`src/rtl/sram_arb_pkg.sv`:
```
// Shared types and constants for the two-requester SRAM port arbiter.
package sram_arb_pkg;

   // Address width of the payload struct; the arbiter masks down to its AddrWidth.
   localparam int unsigned SramAddrWidth = 17;
   localparam int unsigned SramDataWidth = 32;
   localparam int unsigned SramBeWidth   = 4;

   // Requester indices.
   localparam logic ReqCore = 1'b0;
   localparam logic ReqDma  = 1'b1;

   typedef struct packed {
      logic                     we;
      logic [SramBeWidth-1:0]   be;
      logic [SramAddrWidth-1:0] addr;
      logic [SramDataWidth-1:0] wdata;
      logic                     wcap;
   } sram_req_t;

   typedef struct packed {
      logic [SramDataWidth-1:0] rdata;
      logic                     rcap;
      logic                     err;
   } sram_rsp_t;

endpackage

```
`src/rtl/sram_arb_tag_fifo.sv`:
```
// Small FIFO holding which requester owns each outstanding SRAM response.
module sram_arb_tag_fifo #(
   parameter int unsigned Width = 1,
   parameter int unsigned Depth = 2
) (
   input  logic             clk,
   input  logic             rst,
   input  logic             push,
   input  logic [Width-1:0] wdata,
   input  logic             pop,
   output logic [Width-1:0] rdata,
   output logic             full,
   output logic             empty
);

   localparam int unsigned PtrW = (Depth > 1) ? $clog2(Depth) : 1;
   localparam int unsigned CntW = $clog2(Depth + 1);

   logic [Width-1:0] mem [Depth];
   logic [PtrW-1:0]  wr_ptr;
   logic [PtrW-1:0]  rd_ptr;
   logic [CntW-1:0]  count;
   logic             do_push;
   logic             do_pop;

   // A push onto a full FIFO is only accepted together with a pop.
   always_comb begin
      do_pop  = pop & ~empty;
      do_push = push & (~full | do_pop);
      full    = (count == CntW'(Depth));
      empty   = (count == '0);
      rdata   = mem[rd_ptr];
   end

   // Tag storage; no reset needed since count qualifies every entry.
   always_ff @(posedge clk) begin
      if (do_push) mem[wr_ptr] <= wdata;
   end

   // Pointers wrap modulo Depth; count tracks occupancy.
   always_ff @(posedge clk or posedge rst) begin
      if (rst) begin
         wr_ptr <= '0;
         rd_ptr <= '0;
         count  <= '0;
      end else begin
         if (do_push) wr_ptr <= (wr_ptr == PtrW'(Depth - 1)) ? '0 : wr_ptr + PtrW'(1);
         if (do_pop)  rd_ptr <= (rd_ptr == PtrW'(Depth - 1)) ? '0 : rd_ptr + PtrW'(1);
         case ({do_push, do_pop})
            2'b10:   count <= count + CntW'(1);
            2'b01:   count <= count - CntW'(1);
            default: count <= count;
         endcase
      end
   end

endmodule

```
`src/rtl/sram_port_arbiter.sv`:
```
// Arbitrates a core and a DMA requester onto one SRAM port and routes responses back.
module sram_port_arbiter
   import sram_arb_pkg::*;
#(
   parameter int unsigned AddrWidth      = SramAddrWidth,
   parameter int unsigned StarveLimit    = 4,
   parameter int unsigned MaxOutstanding = 2
) (
   input  logic      clk_i,
   input  logic      rst_i,
   input  logic      rr_mode_i,
   input  logic [1:0] req_i,
   input  sram_req_t req_data_i [2],
   output logic [1:0] gnt_o,
   output logic [1:0] rvalid_o,
   output sram_rsp_t rsp_o,
   output logic      mem_req_o,
   input  logic      mem_gnt_i,
   output sram_req_t mem_o,
   input  logic      mem_rvalid_i,
   input  sram_rsp_t mem_rsp_i
);

   localparam int unsigned CntW = (StarveLimit > 0) ? $clog2(StarveLimit + 1) : 1;
   localparam logic [SramAddrWidth-1:0] AddrMask =
      SramAddrWidth'((64'd1 << AddrWidth) - 64'd1);

   logic [CntW-1:0] starve_cnt;
   logic            last_gnt;
   logic            err_unexp;
   logic            winner;
   logic            xfer;
   logic            rsp_ok;
   logic            fifo_full;
   logic            fifo_empty;
   logic            fifo_head;

   // Winner selection: fixed priority with starvation guard, or round-robin.
   always_comb begin
      winner = ReqCore;
      if (req_i == 2'b11) begin
         if (rr_mode_i)                              winner = ~last_gnt;
         else if (starve_cnt >= CntW'(StarveLimit)) winner = ReqDma;
      end else if (req_i[1]) begin
         winner = ReqDma;
      end
   end

   // Downstream request, grant fan-back and response routing.
   always_comb begin
      mem_req_o = ~rst_i & (|req_i) & ~(fifo_full & ~mem_rvalid_i);
      xfer      = mem_gnt_i & mem_req_o;
      gnt_o     = xfer ? ((winner == ReqDma) ? 2'b10 : 2'b01) : 2'b00;
      mem_o      = req_data_i[winner];
      mem_o.addr = req_data_i[winner].addr & AddrMask;
      rsp_ok    = ~rst_i & mem_rvalid_i & ~fifo_empty;
      rvalid_o  = rsp_ok ? ((fifo_head == ReqDma) ? 2'b10 : 2'b01) : 2'b00;
      rsp_o     = mem_rsp_i;
   end

   // Starvation counter, round-robin history and unexpected-response flag.
   always_ff @(posedge clk_i or posedge rst_i) begin
      if (rst_i) begin
         starve_cnt <= '0;
         last_gnt   <= ReqDma;
         err_unexp  <= 1'b0;
      end else begin
         if (req_i[1] & ~gnt_o[1])
            starve_cnt <= (starve_cnt >= CntW'(StarveLimit)) ? starve_cnt
                                                             : starve_cnt + CntW'(1);
         else
            starve_cnt <= '0;
         if (xfer) last_gnt <= winner;
         err_unexp <= err_unexp | (mem_rvalid_i & fifo_empty);
      end
   end

   sram_arb_tag_fifo #(
      .Width (1),
      .Depth (MaxOutstanding)
   ) u_tag_fifo (
      .clk   (clk_i),
      .rst   (rst_i),
      .push  (xfer),
      .wdata (winner),
      .pop   (rsp_ok),
      .rdata (fifo_head),
      .full  (fifo_full),
      .empty (fifo_empty)
   );

endmodule

```
`config.mk`:
```
export PLATFORM = sky130hd
export DESIGN_NAME = sram_port_arbiter
export DESIGN_NICKNAME = d
export VERILOG_FILES = /design/src/rtl/sram_arb_pkg.sv /design/src/rtl/sram_arb_tag_fifo.sv /design/src/rtl/sram_port_arbiter.sv
export SDC_FILE = /design/constraint.sdc
export NUM_CORES = 1
export LEC_CHECK = 0
export ABC_AREA = 0
export BUFFER_PORTS_ARGS = -buffer_cell sky130_fd_sc_hd__clkbuf_2
export CORE_AREA = 2 2 96 98
export CTS_BUF_LIST = sky130_fd_sc_hd__clkbuf_4 sky130_fd_sc_hd__clkbuf_8
export DETAILED_ROUTE_END_ITERATION = 6
export DIE_AREA = 0 0 98 100
export GPL_ROUTABILITY_DRIVEN = 1
export PLACE_DENSITY = 0.65
export SYNTH_ARGS = -nofsm -noshare
export SYNTH_HDL_FRONTEND = slang
export SYNTH_SLANG_ARGS = --single-unit
```
`constraint.sdc`:
```
create_clock -name clk_i -period 5 [get_ports clk_i]
set_input_delay 1.25 -clock clk_i [delete_from_list [all_inputs] [get_ports clk_i]]
set_output_delay 1.25 -clock clk_i [all_outputs]
set_load 0.1 [all_outputs]
```
Word-level counts from Yosys, hierarchy flattened

Memory sizes are Yosys's and may differ from the RTL's.
Index checks and enable logic that the tools add are counted.

Add/sub/neg operators: 5
$mul: 0
Div/mod/pow operators: 0
Magnitude comparators: 2
Equal/unequal tests: 5
Shift-type cells: 0
Mux-type cells: 18
Bitwise logic cells: 18
Reductions and logical operators: 3

Operators with widths:

| operator              | number |
|---|---|
| $mux W55              | 3 |
| $and A1 B1 Y1         | 9 |
| $mux W1               | 8 |
| $mux W2               | 4 |
| $not A1 Y1            | 7 |
| $eq A2 B2 Y1 const B  | 3 |
| $mux W3               | 2 |
| $pmux W2 S2           | 1 |
| $add A3 B1 Y3 const B | 1 |
| $ge A3 B3 Y1 const B  | 1 |
| $add A1 B1 Y1 const B | 2 |
| $add A2 B1 Y2 const B | 1 |
| $eq A2 B1 Y1 const B  | 1 |
| $ge A2 B2 Y1 const B  | 1 |
| $logic_not A2 Y1      | 1 |
| $ne A2 B2 Y1 const B  | 1 |
| $not A1 Y2            | 1 |
| $reduce_bool A2 Y1    | 1 |
| $reduce_or A2 Y1      | 1 |
| $sub A2 B1 Y2 const B | 1 |
| $or A1 B1 Y1          | 1 |

Register bits after elaboration: 8
Latch bits: 0
Bits in writable memories: 2
Memory bits (read-only): 0
Word-level logic and storage cells: 57
Memories: 1

Memories:

| memory         | words | width | rd ports | clocked after memory_dff | wr ports | RTL line                | source |
|---|---|---|---|---|---|---|---|
| u_tag_fifo.mem | 2     | 1     | 1        | 0                        | 1        | sram_arb_tag_fifo.sv:19 | `logic [Width-1:0] mem [Depth];` |

Depth between registers and ports, before layout

Depth after elaboration: 9
Gate-level depth with buffers: 7
Mapped depth without buffers: 7

Hierarchy

Synthesis repeated with hierarchy kept, for this count alone.

Cells, all modules: 157
Area total of the unflattened synthesis: 1590.3 um^2

By module, submodules not included:

| module            | instances | cells each | area an instance (um^2) | seq. area each (um^2) |
|---|---|---|---|---|
| sram_port_arbiter | 1         | 129        | 1292.5                  | 101.3 |
| sram_arb_tag_fifo | 1         | 28         | 297.8                   | 160.2 |

Least setup slack after synthesis

OpenSTA, ideal clock, no wires.

Path type: input-to-output
Start point: input port mem_rvalid_i
End point: output port mem_req_o
Data arrival time: 3.372 ns
Path slack: 0.378 ns
Stages on the path: 2
Path buffers: 0
Cell sequence: nor3b_1 > nor3_1

Longest elaborated chain between the ends: 4

Ends and longest elaborated chain:

| what               | RTL line                | source |
|---|---|---|
| start: declaration | sram_port_arbiter.sv:20 | `input logic mem_rvalid_i,` |
| $not A1 Y1         | sram_port_arbiter.sv:51 | `mem_req_o = ~rst_i & (\|req_i) & ~(fifo_full & ~mem_rvalid_i);` |
| $and A1 B1 Y1      | sram_port_arbiter.sv:51 |  |
| $not A1 Y1         | sram_port_arbiter.sv:51 |  |
| $and A1 B1 Y1      | sram_port_arbiter.sv:51 |  |
| end: declaration   | sram_port_arbiter.sv:17 | `output logic mem_req_o,` |

Every way passes these cells.

==> metrics.yaml <==
cts:
  post_cts_buffers: 0
  cts_tree: "yes"
  numCtsBuffers: 3
  clk_latency_ps: 230
  cts.sinks: 10
  cts_root_buffer: "clkbuf_8"
  cts_hold_buffers: 0
  clk_path_buf_depth: 2
  htree_levels: 1
  ctsResizeCount: 0
  cts.clk_slew.worst_paths_ps: 50
floorplanning:
  fp.dieW_um: 98
  die_h_um: 100
  pin_count: 245
  dieArea_mm2: 0.00980
  row_count: 35
  start_util_pct: 16.6
  core_mm2: 0.00889
timing:
  worst_slew_pin_slew_ps: 553
  period_needed_ps: 4190
  layout_setup_ws_ps: 810
  setup_viol: 0
  finClkSkew_ps: 2.56
  rsz0062_at_grt: "false"
  finalMaxSlewViolations: 0
  hold_viol: 0
  tns_ps: 0
  slew_headroom_pct: 63.3
  fin_hold_ws_ps: 488
  max_freq_mhz: 239
  min_period_over_period_pct: 83.8
setup_path:
  startpoint: "rr_mode_i"
  worst_path_largest_cell_delay_ps: 430
  cp.depth: 6
  crit_path_start_kind: "input port"
  r2r_slack_ps: 3060
  path_common_cell: "clkbuf_2"
  critical-path-top-delay-family: "buffers and inverters"
  critPathSlowestCell: "buf_4"
  path_buf_inv: 3
  reg2reg_depth: 5
  crit_path_end: "mem_o[51]"
  worstPathMaxFanout: 39
  cp-end-kind: "output port"
  rr_endpoint: "u_tag_fifo.count[1]"
  worstPathArrival_ps: 2940
  worstPathRequired_ps: 3750
  crit_path_cell_trace: "clkbuf_2 > nand2b_1 > a31oi_4 > buf_4 > mux2_2 > clkbuf_2"
  path_class: "in2out"
  reg2reg_from: "u_tag_fifo.count[1]"
power:
  p_clk_share_pct: 11.1
  power_leakage_nw: 1.22
  p_sw_mw: 0.512
  irDropWorstVdd_mv: 0.169
  powerDensity_mw_per_mm2: 371
  seqPwrFrac_pct: 16.1
  combPwrFrac_pct: 72.8
  swShare_pct: 61.7
  internal_power_mw: 0.317
  total_power_mw: 0.829
synthesis:
  netlist_area_mm2: 0.00148
  yosysTopAreaCellShare_pct: 38.1
  synth_cells: 144
  ys_types: 26
  synth_common_cells: "mux2_2, buf_4, dfrtp_1, inv_1, nor2_1"
  ys.flop_type: "dfrtp_1"
  yosys_warnings: 0
  ys_async_sr_fraction_pct: 80.0
  synth_edf_count: 2
  syn_nets: 298
  synth.most_common_cell: "mux2_2"
  yosys.area.top_type: "mux2_2"
  synth.avg_cell_area_um2: 10.3
  ys_seq_area_share_pct: 17.7
  ys_ff_latch: 10
  synth_area_leaders: "mux2_2, buf_4, dfrtp_1"
min_path:
  hold_class: "reg2reg"
routing:
  vias: 1575
  antenna_left: 0
  first_pass_iters: 3
  wl_per_cell_um: 11.4
  wl_um: 4520
  vias_per_cell: 3.98
  drt_iter0_drc: 9
  drcViolationCount: 0
global_route:
  gr-usage-met2_pct: 12.4
  antenna_found_initial: 0
  grt_use_met3_pct: 2.86
  gr-usage-met1_pct: 9.92
  grt_start_max_net_pins: 40
  track_usage_pct: 7.97
  grt_pass1_wl_um: 6470
  grt_pass1_vias: 1367
  overflow: 0
  grt_busiest_layer: "met2"
placement:
  dpl.hpwl_um: 4060
  pre_cts_slack_ps: 808
  gp_congestion: 0.696
  portBuffers: 176
final_layout:
  nets: 440
  seqCellArea_um2: 262
  num_antenna_cells: 0
  num-fill-cells: 980
  postLayoutCoreUtil_pct: 25.2
  drive_above_1_share_pct: 82.1
  area_growth_pct: 51.4
  multiInputGateArea_um2: 870
run_status:
  outcome: "complete, no violations"
run:
  drv_cap: 0
[cell type report]
cell class / count / area share (%)
Timing Repair Buffer: 178 / 40.0
Multi-Input combinational cell: 87 / 38.9
Sequential cell: 10 / 11.7
Tap cell: 111 / 6.21
Clock buffer: 4 / 2.18
Inverter: 6 / 1.01
[layout by cell type, fill, tap and decap left out, drive strengths merged]
| cell type | instances |
|---|---|
| a211oi | 2 |
| a31oi | 1 |
| o21ai | 1 |
| a22o | 1 |
| and2 | 1 |
| ha | 3 |
| dfrtp | 7 |
| nor2b | 1 |
| or4b | 1 |
| nor2 | 6 |
| nand2b | 2 |
| nor3 | 1 |
| dfstp | 1 |
| mux2 | 55 |
| nor3b | 2 |
| a21oi | 1 |
| buf | 2 |
| edfxtp | 2 |
| inv | 6 |
| xnor2 | 4 |
| xor2 | 2 |
| mux2i | 2 |
| clkbuf | 180 |
| o211ai | 1 |
[per-layer routing]
layer	part of all wire [%]	routed length [µm]
met5	0	0
met4	1.8	80
met3	13	598
met2	47	2110
met1	38	1730
[registers in the layout, summed over array words and instances, names as in the netlist]
register and count:
u_tag_fifo.mem 2, u_tag_fifo.wr_ptr 1, u_tag_fifo.rd_ptr 1, u_tag_fifo.count 2, last_gnt 1, starve_cnt 3
[worst min-delay path by stage]
stage / start / cells past startpoint / end / slack [ps]
floorplan: u_tag_fifo.count[1] / 1 / u_tag_fifo.count[1] / 460
global placement: u_tag_fifo.count[1] / 1 / u_tag_fifo.count[1] / 470
detailed placement: u_tag_fifo.count[1] / 1 / u_tag_fifo.count[1] / 480
CTS: u_tag_fifo.count[1] / 1 / u_tag_fifo.count[1] / 490
global route: u_tag_fifo.count[1] / 1 / u_tag_fifo.count[1] / 520
finish: u_tag_fifo.count[1] / 1 / u_tag_fifo.count[1] / 490
[logic make-up after synthesis]
family                     count (synthesis)  share of synthesized area, %
AOI/OAI and AO/OA                          7                          4.23
xor gates and xnor gates                   6                          3.56
adders and majority gates                  3                          2.54
buffers and inverters                     47                          23.5
DFF                                       10                          17.7
muxes                                     57                          43.3
and+or+nand+nor                           14                          5.25
[power by group through the flow]
stage	logic [mW]	registers (mW)	clock network (mW)
global placement	0.601	0.134	0
CTS	0.608	0.134	0.0944
global route	0.630	0.138	0.0987
detailed placement	0.606	0.135	0
finish	0.603	0.134	0.0924
floorplan	0.648	0.130	0
[worst reg2reg max path: cells and delay by family (launching register included)]
kind	cells	cell delay [ps]
flops	1	390
fa+ha+maj	1	360
simple gates	3	960
xor+xnor	1	150
[metrics by stage]
step,cells,instance area [µm²]
global route,396,2240
finish,396,2240
detailed placement,392,2190
global placement,392,2190
floorplan,144,1480
CTS,396,2240
Power figures use the tool's default switching activity.
